**src/rtl/nasti_arb_pkg.sv**
```systemverilog
// Shared types for the NASTI read arbiter: AR payload layout and FSM states.
package nasti_arb_pkg;

    localparam int ID_W   = 2;
    localparam int ADDR_W = 32;
    localparam int USER_W = 1;

    typedef struct packed {
        logic [ID_W-1:0]   id;
        logic [ADDR_W-1:0] addr;
        logic [7:0]        len;
        logic [2:0]        size;
        logic [1:0]        burst;
        logic              lock;
        logic [3:0]        cache;
        logic [2:0]        prot;
        logic [3:0]        qos;
        logic [3:0]        region;
        logic [USER_W-1:0] user;
    } NastiArReq;

    localparam int AR_W = $bits(NastiArReq);

    typedef enum logic [1:0] {
        S_IDLE,
        S_AR,
        S_R
    } arb_state_e;

endpackage

```
**src/rtl/rr_arbiter.sv**
```systemverilog
// Combinational round-robin picker: first set request at or after ptr, wrapping.
module rr_arbiter #(
    parameter int N     = 2,
    parameter int PTR_W = 1
) (
    input  logic [N-1:0]     req,
    input  logic [PTR_W-1:0] ptr,
    output logic [N-1:0]     grant
);

    localparam logic [PTR_W:0] N_L = (PTR_W+1)'(N);

    logic [PTR_W:0] pos;
    logic           found;

    always_comb begin
        grant = '0;
        found = 1'b0;
        pos   = {1'b0, ptr};
        for (int k = 0; k < N; k++) begin
            if (!found && req[pos[PTR_W-1:0]]) begin
                grant[pos[PTR_W-1:0]] = 1'b1;
                found = 1'b1;
            end
            pos = pos + (PTR_W+1)'(1);
            if (pos >= N_L) begin
                pos = '0;
            end
        end
    end

endmodule

```
**src/rtl/nasti_read_arbiter.sv**
```systemverilog
// Round-robin arbiter of N read masters onto one NASTI slave port,
// one transaction outstanding at a time, with sticky R-channel protocol checking.
module nasti_read_arbiter
    import nasti_arb_pkg::*;
#(
    parameter int N_MASTERS  = 2,
    parameter int ID_WIDTH   = 2,
    parameter int ADDR_WIDTH = 32,
    parameter int DATA_WIDTH = 64,
    parameter int USER_WIDTH = 1
) (
    input  logic                      clk,
    input  logic                      rstn,

    input  logic [N_MASTERS*AR_W-1:0] m_ar_req,
    input  logic [N_MASTERS-1:0]      m_ar_valid,
    output logic [N_MASTERS-1:0]      m_ar_ready,

    output logic [ID_WIDTH-1:0]       m_r_id,
    output logic [DATA_WIDTH-1:0]     m_r_data,
    output logic [1:0]                m_r_resp,
    output logic                      m_r_last,
    output logic [USER_WIDTH-1:0]     m_r_user,
    output logic [N_MASTERS-1:0]      m_r_valid,
    input  logic [N_MASTERS-1:0]      m_r_ready,

    output logic [AR_W-1:0]           s_ar_req,
    output logic                      s_ar_valid,
    input  logic                      s_ar_ready,

    input  logic [ID_WIDTH-1:0]       s_r_id,
    input  logic [DATA_WIDTH-1:0]     s_r_data,
    input  logic [1:0]                s_r_resp,
    input  logic                      s_r_last,
    input  logic [USER_WIDTH-1:0]     s_r_user,
    input  logic                      s_r_valid,
    output logic                      s_r_ready,

    output logic                      err
);

    // The AR payload layout is fixed by the package, so the field widths must agree.
    if (ID_WIDTH != ID_W || ADDR_WIDTH != ADDR_W || USER_WIDTH != USER_W) begin : g_bad_widths
        $error("nasti_read_arbiter: field widths disagree with nasti_arb_pkg");
    end
    if (N_MASTERS < 2 || N_MASTERS > 8) begin : g_bad_masters
        $error("nasti_read_arbiter: N_MASTERS must be 2..8");
    end

    localparam int PTR_W = $clog2(N_MASTERS);
    localparam logic [PTR_W-1:0] LAST_IDX = PTR_W'(N_MASTERS - 1);

    arb_state_e           state, state_next;
    logic [PTR_W-1:0]     rr_ptr;
    logic [PTR_W-1:0]     grant_idx;
    logic [PTR_W-1:0]     win_idx;
    logic [N_MASTERS-1:0] win_oh;
    NastiArReq            win_req;
    NastiArReq            req_q;
    logic [7:0]           beat_cnt;
    logic                 err_q;
    logic                 ar_accept;
    logic                 r_hs;
    logic                 beat_err;

    rr_arbiter #(
        .N     (N_MASTERS),
        .PTR_W (PTR_W)
    ) u_rr (
        .req   (m_ar_valid),
        .ptr   (rr_ptr),
        .grant (win_oh)
    );

    always_comb begin
        win_idx = '0;
        win_req = '0;
        for (int i = 0; i < N_MASTERS; i++) begin
            if (win_oh[i]) begin
                win_idx = PTR_W'(i);
                win_req = m_ar_req[i*AR_W +: AR_W];
            end
        end
    end

    // The winner only carries a bit where a master is valid, so any grant is an accept.
    assign ar_accept = rstn && (state == S_IDLE) && (|win_oh);
    assign r_hs      = (state == S_R) && s_r_valid && s_r_ready;
    assign beat_err  = (s_r_id != req_q.id)
                     || ( s_r_last && (beat_cnt != req_q.len))
                     || (!s_r_last && (beat_cnt == req_q.len));

    always_comb begin
        state_next = state;
        m_ar_ready = '0;
        s_ar_valid = 1'b0;
        s_r_ready  = 1'b0;
        m_r_valid  = '0;
        case (state)
            S_IDLE: begin
                if (rstn) begin
                    m_ar_ready = win_oh;
                end
                if (ar_accept) begin
                    state_next = S_AR;
                end
            end
            S_AR: begin
                s_ar_valid = 1'b1;
                if (s_ar_ready) begin
                    state_next = S_R;
                end
            end
            S_R: begin
                s_r_ready            = m_r_ready[grant_idx];
                m_r_valid[grant_idx] = s_r_valid;
                if (s_r_valid && m_r_ready[grant_idx] && s_r_last) begin
                    state_next = S_IDLE;
                end
            end
            default: state_next = S_IDLE;
        endcase
    end

    always_ff @(posedge clk) begin
        if (!rstn) begin
            state     <= S_IDLE;
            rr_ptr    <= '0;
            grant_idx <= '0;
            beat_cnt  <= '0;
            err_q     <= 1'b0;
            req_q     <= '0;
        end else begin
            state <= state_next;
            if (ar_accept) begin
                req_q     <= win_req;
                grant_idx <= win_idx;
                beat_cnt  <= '0;
            end
            if (r_hs) begin
                beat_cnt <= beat_cnt + 8'd1;
                if (beat_err) begin
                    err_q <= 1'b1;
                end
                if (s_r_last) begin
                    rr_ptr <= (grant_idx == LAST_IDX) ? '0 : grant_idx + PTR_W'(1);
                end
            end
        end
    end

    assign s_ar_req = req_q;
    assign m_r_id   = s_r_id;
    assign m_r_data = s_r_data;
    assign m_r_resp = s_r_resp;
    assign m_r_last = s_r_last;
    assign m_r_user = s_r_user;
    assign err      = err_q;

endmodule

```
**config.mk**
```make
export PLATFORM = sky130hd
export DESIGN_NAME = nasti_read_arbiter
export DESIGN_NICKNAME = d
export VERILOG_FILES = /design/src/rtl/nasti_arb_pkg.sv /design/src/rtl/rr_arbiter.sv /design/src/rtl/nasti_read_arbiter.sv
export SDC_FILE = /design/constraint.sdc
export NUM_CORES = 1
export LEC_CHECK = 0
export CAP_MARGIN = 30
export CORE_AREA = 2 2 135 137
export DETAILED_ROUTE_END_ITERATION = 6
export DIE_AREA = 0 0 137 139
export GPL_TIMING_DRIVEN = 0
export SYNTH_ARGS = -nofsm -noshare
export SYNTH_HDL_FRONTEND = slang
export SYNTH_SLANG_ARGS = --single-unit
export TNS_END_PERCENT = 20
```
**constraint.sdc**
```tcl
create_clock -name clk -period 1.8 [get_ports clk]
set_input_delay 0.36 -clock clk [delete_from_list [all_inputs] [get_ports clk]]
set_output_delay 0.36 -clock clk [all_outputs]
set_load 0.1 [all_outputs]
```
==> results of run 1 <==
-- final cells by class --
class	count	area (µm²)	share of cell area [%]
Clock buffer	12	246	3.29
Timing Repair Buffer	289	2820	37.7
Antenna cell	1	2.50	0.0334
Inverter	3	11.3	0.150
Clock inverter	2	35.0	0.468
Sequential cell	77	1550	20.7
Buffer	105	717	9.57
Multi-Input combinational cell	271	1820	24.3
Tap cell	229	287	3.83
-- power groups by stage --
stage	clock network (mW)	logic (mW)	registers, mW
2_1_floorplan	0	1.29	3.10
3_3_place_gp	0	3.36	2.00
3_5_place_dp	0	3.36	2.01
4_1_cts	1.85	3.34	1.98
5_1_grt	1.91	3.47	2.00
6_report	1.80	3.33	1.98
-- through the flow --
stage          utilization [%]  total power, mW  setup TNS (ns)
2_1_floorplan                -             4.38          -0.940
3_3_place_gp              40.0             5.36          -84.13
3_5_place_dp              40.3             5.37          -82.79
4_1_cts                   42.1             7.17         -0.0527
5_1_grt                   42.4             7.38          -0.632
6_report                  42.4             7.10         -0.0617
-- worst min-delay path, delay by kind of cell --
family          cells  cell delay (ns)
compound gates      2             0.21
simple gates        1             0.05
buf+inv             1             0.12
-- cells by family (layout without fill, tap and decap cells) --
group	count (synthesis)	after routing
compound gates	86	86
buf+inv	108	411
mux	3	3
xor+xnor	11	11
flops	77	77
other cells	0	1
fa+ha+maj	1	1
simple gates	170	170
-- cells in the final DEF (no fill, tap or decap), types with 2 or more instances in the layout --
| cell | n |
|---|---|
| a21boi_2 | 2 |
| a21oi_1 | 2 |
| a221oi_1 | 63 |
| a311oi_1 | 2 |
| a31oi_1 | 2 |
| and2_4 | 3 |
| buf_12 | 2 |
| buf_16 | 2 |
| buf_2 | 6 |
| buf_4 | 150 |
| buf_6 | 2 |
| clkbuf_1 | 19 |
| clkbuf_16 | 9 |
| clkbuf_2 | 6 |
| clkbuf_4 | 3 |
| clkbuf_8 | 4 |
| clkdlybuf4s15_2 | 65 |
| clkdlybuf4s50_1 | 131 |
| dfxtp_1 | 73 |
| dfxtp_2 | 3 |
| dlygate4sd2_1 | 5 |
| nand2_1 | 8 |
| nand3_1 | 3 |
| nand3b_1 | 3 |
| nor2_1 | 68 |
| nor2b_1 | 2 |
| nor3_1 | 36 |
| nor3b_1 | 32 |
| nor4_1 | 3 |
| o21ai_0 | 5 |
| xnor2_1 | 2 |
| xor2_1 | 9 |
-- timing repair --
action / in CTS / in global routing
gates resized for setup: 348 / 23
buffers inserted: 9 / 0
endpoints found under the setup margin: 212 / 52
pin swaps: 4 / 1
-- worst max-delay path by stage --
stage	end	cells past startpoint
2_1_floorplan	s_r_ready	2
3_3_place_gp	m_ar_ready[0]	6
3_5_place_dp	m_ar_ready[0]	6
4_1_cts	m_ar_ready[0]	6
5_1_grt	m_ar_ready[0]	6
6_report	m_ar_ready[0]	6
-- per-layer routing --
layer / track usage, % / wire (µm) / up-vias
li1: - / - / 2201
met1: 21.6 / 7000 / 2027
met2: 27.9 / 8140 / 189
met3: 3.18 / 1180 / 10
met4: 5.26 / 165 / 0
met5: 0 / 0 / -
-- flip-flops by register name, summed over array words and instances (netlist names) --
signal and cells:
state 2, grant_idx 1, err 1, s_ar_req 64, rr_ptr 1, beat_cnt 8
==> results.md, run 1 <==
* Final instance area at 7490 µm²
* Die area at 19000 µm²
* Finished Layout Cells at 989
* CTS max path bufs at 2
* Clk_lat worst skew at 0.34 ns
* Crit share post-route at 103%
* Post-synthesis cell count at 456
* Final nets at 963
* First drt pass iteration count at 4
* Failing checks: negative setup slack
* Flop pwr share at roughly 28%
* Sequential-to-total area share from yosys stat at 38.8%
* Synth Net Count at about 660
* Cell with the most instances after synthesis: dfxtp_1
* Routed Antenna Nets at 0
* Via count at between 4000 and 5000
* Post-DR vias/cell at 4.48
* Hold depth at 4
* Pwr Density at 949 nW/µm²
* Cell Chain, Critical Path: clkdlybuf4s15_1 -> a21boi_2 -> clkbuf_8 -> clkbuf_8 -> and2_4 -> buf_12
* RSZ-0062 raised after global routing: true
* Crit path max fanout at 10
* Crit-path slowest cell: clkdlybuf4s15_1
* Worst hold margin at 0.438 ns
* DIE WIDTH at 137 µm
* PnR worst setup slack at -0.0617 ns
* Sw power at 3.18 mW
* CP startpoint kind: primary input
* First-pass GRT wire length at 24.2 mm
* CTS root buffer: clkbuf_16
* Setup-failing EPs final at 1
* Reg2reg start: grant_idx
* Worst path max stage delay at around 0.25 ns
* Top post-synthesis cells by area: dfxtp_1 (39%), a221oi_1 (14%), buf_4 (13%), nor2_1 (6.5%), nor3b_1 (6.4%)
* Sink Count at 77
* Dpl ws at -2.26 ns
* Max Slew Vio Count at 0
* Post-cts hold buffer count at 0
* Core Area at 17700 µm²
* Synth Area in Adders at 0.315%
* Hold Path Origin: s_r_valid
* Buf/Inv on CP at 4
* Clock transition at the registers of the reported paths at 0.06 ns
* Overflow after GRT at 0
* Logic pwr share at 46.8%
* Synthesized flop and latch total at 77
* Complex-gate fraction of the synthesized area at 18.1%
* Data arrival, critical path at 1.50 ns
* Outcome: finished, violations left
* Mux cell area share after synthesis at 0.882%
* Most common cell on crit path: clkbuf_8
* Post-synth EDFFs at 0
* Reg2Reg Setup Slack at 0.05 ns
* Layout cells sized above 1 at 36.5%
* Clock Skew at 0.00806 ns
* IO Port Bufs at 279
* Kind of critical path: in2out
* Syn Std Cell Area at 3970 µm²
* Delay-heaviest family, CP: buffers and inverters
* Area leader, netlist: dfxtp_1
* Type of the tightest min-delay check: in2reg
* Fmax at 0.537 GHz
* Initial antenna violation count at 1
* Post-synth cell types at 42
* GPL Wtd Cong at approximately 0.76
* # rows at approximately 50
* CTS tree: yes
* Initial detailed-routing violation count at between 100 and 150
* Post-detail-place hpwl at roughly 13 mm
* Clk pwr share at 25.3%
* Synth top area share at 38.8%
* Inst Count DP at 966
* Worst reg2reg path endpoint: beat_cnt[5]
* CTS buffer count at 9
* Starting Density at ~22%
* Switching share of total power at 44.8%
* Xor and xnor fraction of the mapped netlist area at 2.43%
* # DRC at 0
* Hold path endpoint: state[1]
* Die Height at 139 µm
* P_int at 3.92 mW
* Max transition margin at between 60 and 70%
* Post-Synth Simple-Gate Area at 22.4%
* Vias in the first global route at 4259
* Fin. Hold Viols at 0
* GRT Util Overall at roughly 17%
* Primary FF master, synth: dfxtp_1
* R2R cell count at 5
* Synthesis-to-finish area growth at 88.6%
* Leakage power at between 3 and 4 nW
* Final wirelength at about 16 mm
* Worst IR Drop VDD at ~0.41 mV
* Asr flop ratio synth at 0%
* Crit path required time at 1.44 ns
* Tightest Pin Transition at 0.568 ns
* Final min period at 1.86 ns
* Top post-synthesis cells by count: dfxtp_1 (77), buf_4 (70), nor2_1 (69), a221oi_1 (64), nor3_1 (37)
* Total number of H-tree levels at 3
* Drt wl/cell at 16.7 µm
* CP Launch Point: m_ar_valid[0]
* Synth Area per Inst at 8.71 µm²
* Placed Area at 7120 µm²
* Io pins at 347
* Filler cells at 1837
* Yosys warns at 0
* Crit. End Element: output pin
* Largest family of logic cells by synthesized area: simple AND/OR/NAND/NOR gates
* Largest net degree at the start of global routing at 12
* Max-Cap Viols at 0
No activity file was read; power rests on OpenSTA's default activity.
==> run 2, diff against run 1 <==
CTS_CLUSTER_DIAMETER = 40   (was not set)
==> results of run 2 <==
Same layout as run 1: the final DEF is identical, and so are final timing and power.
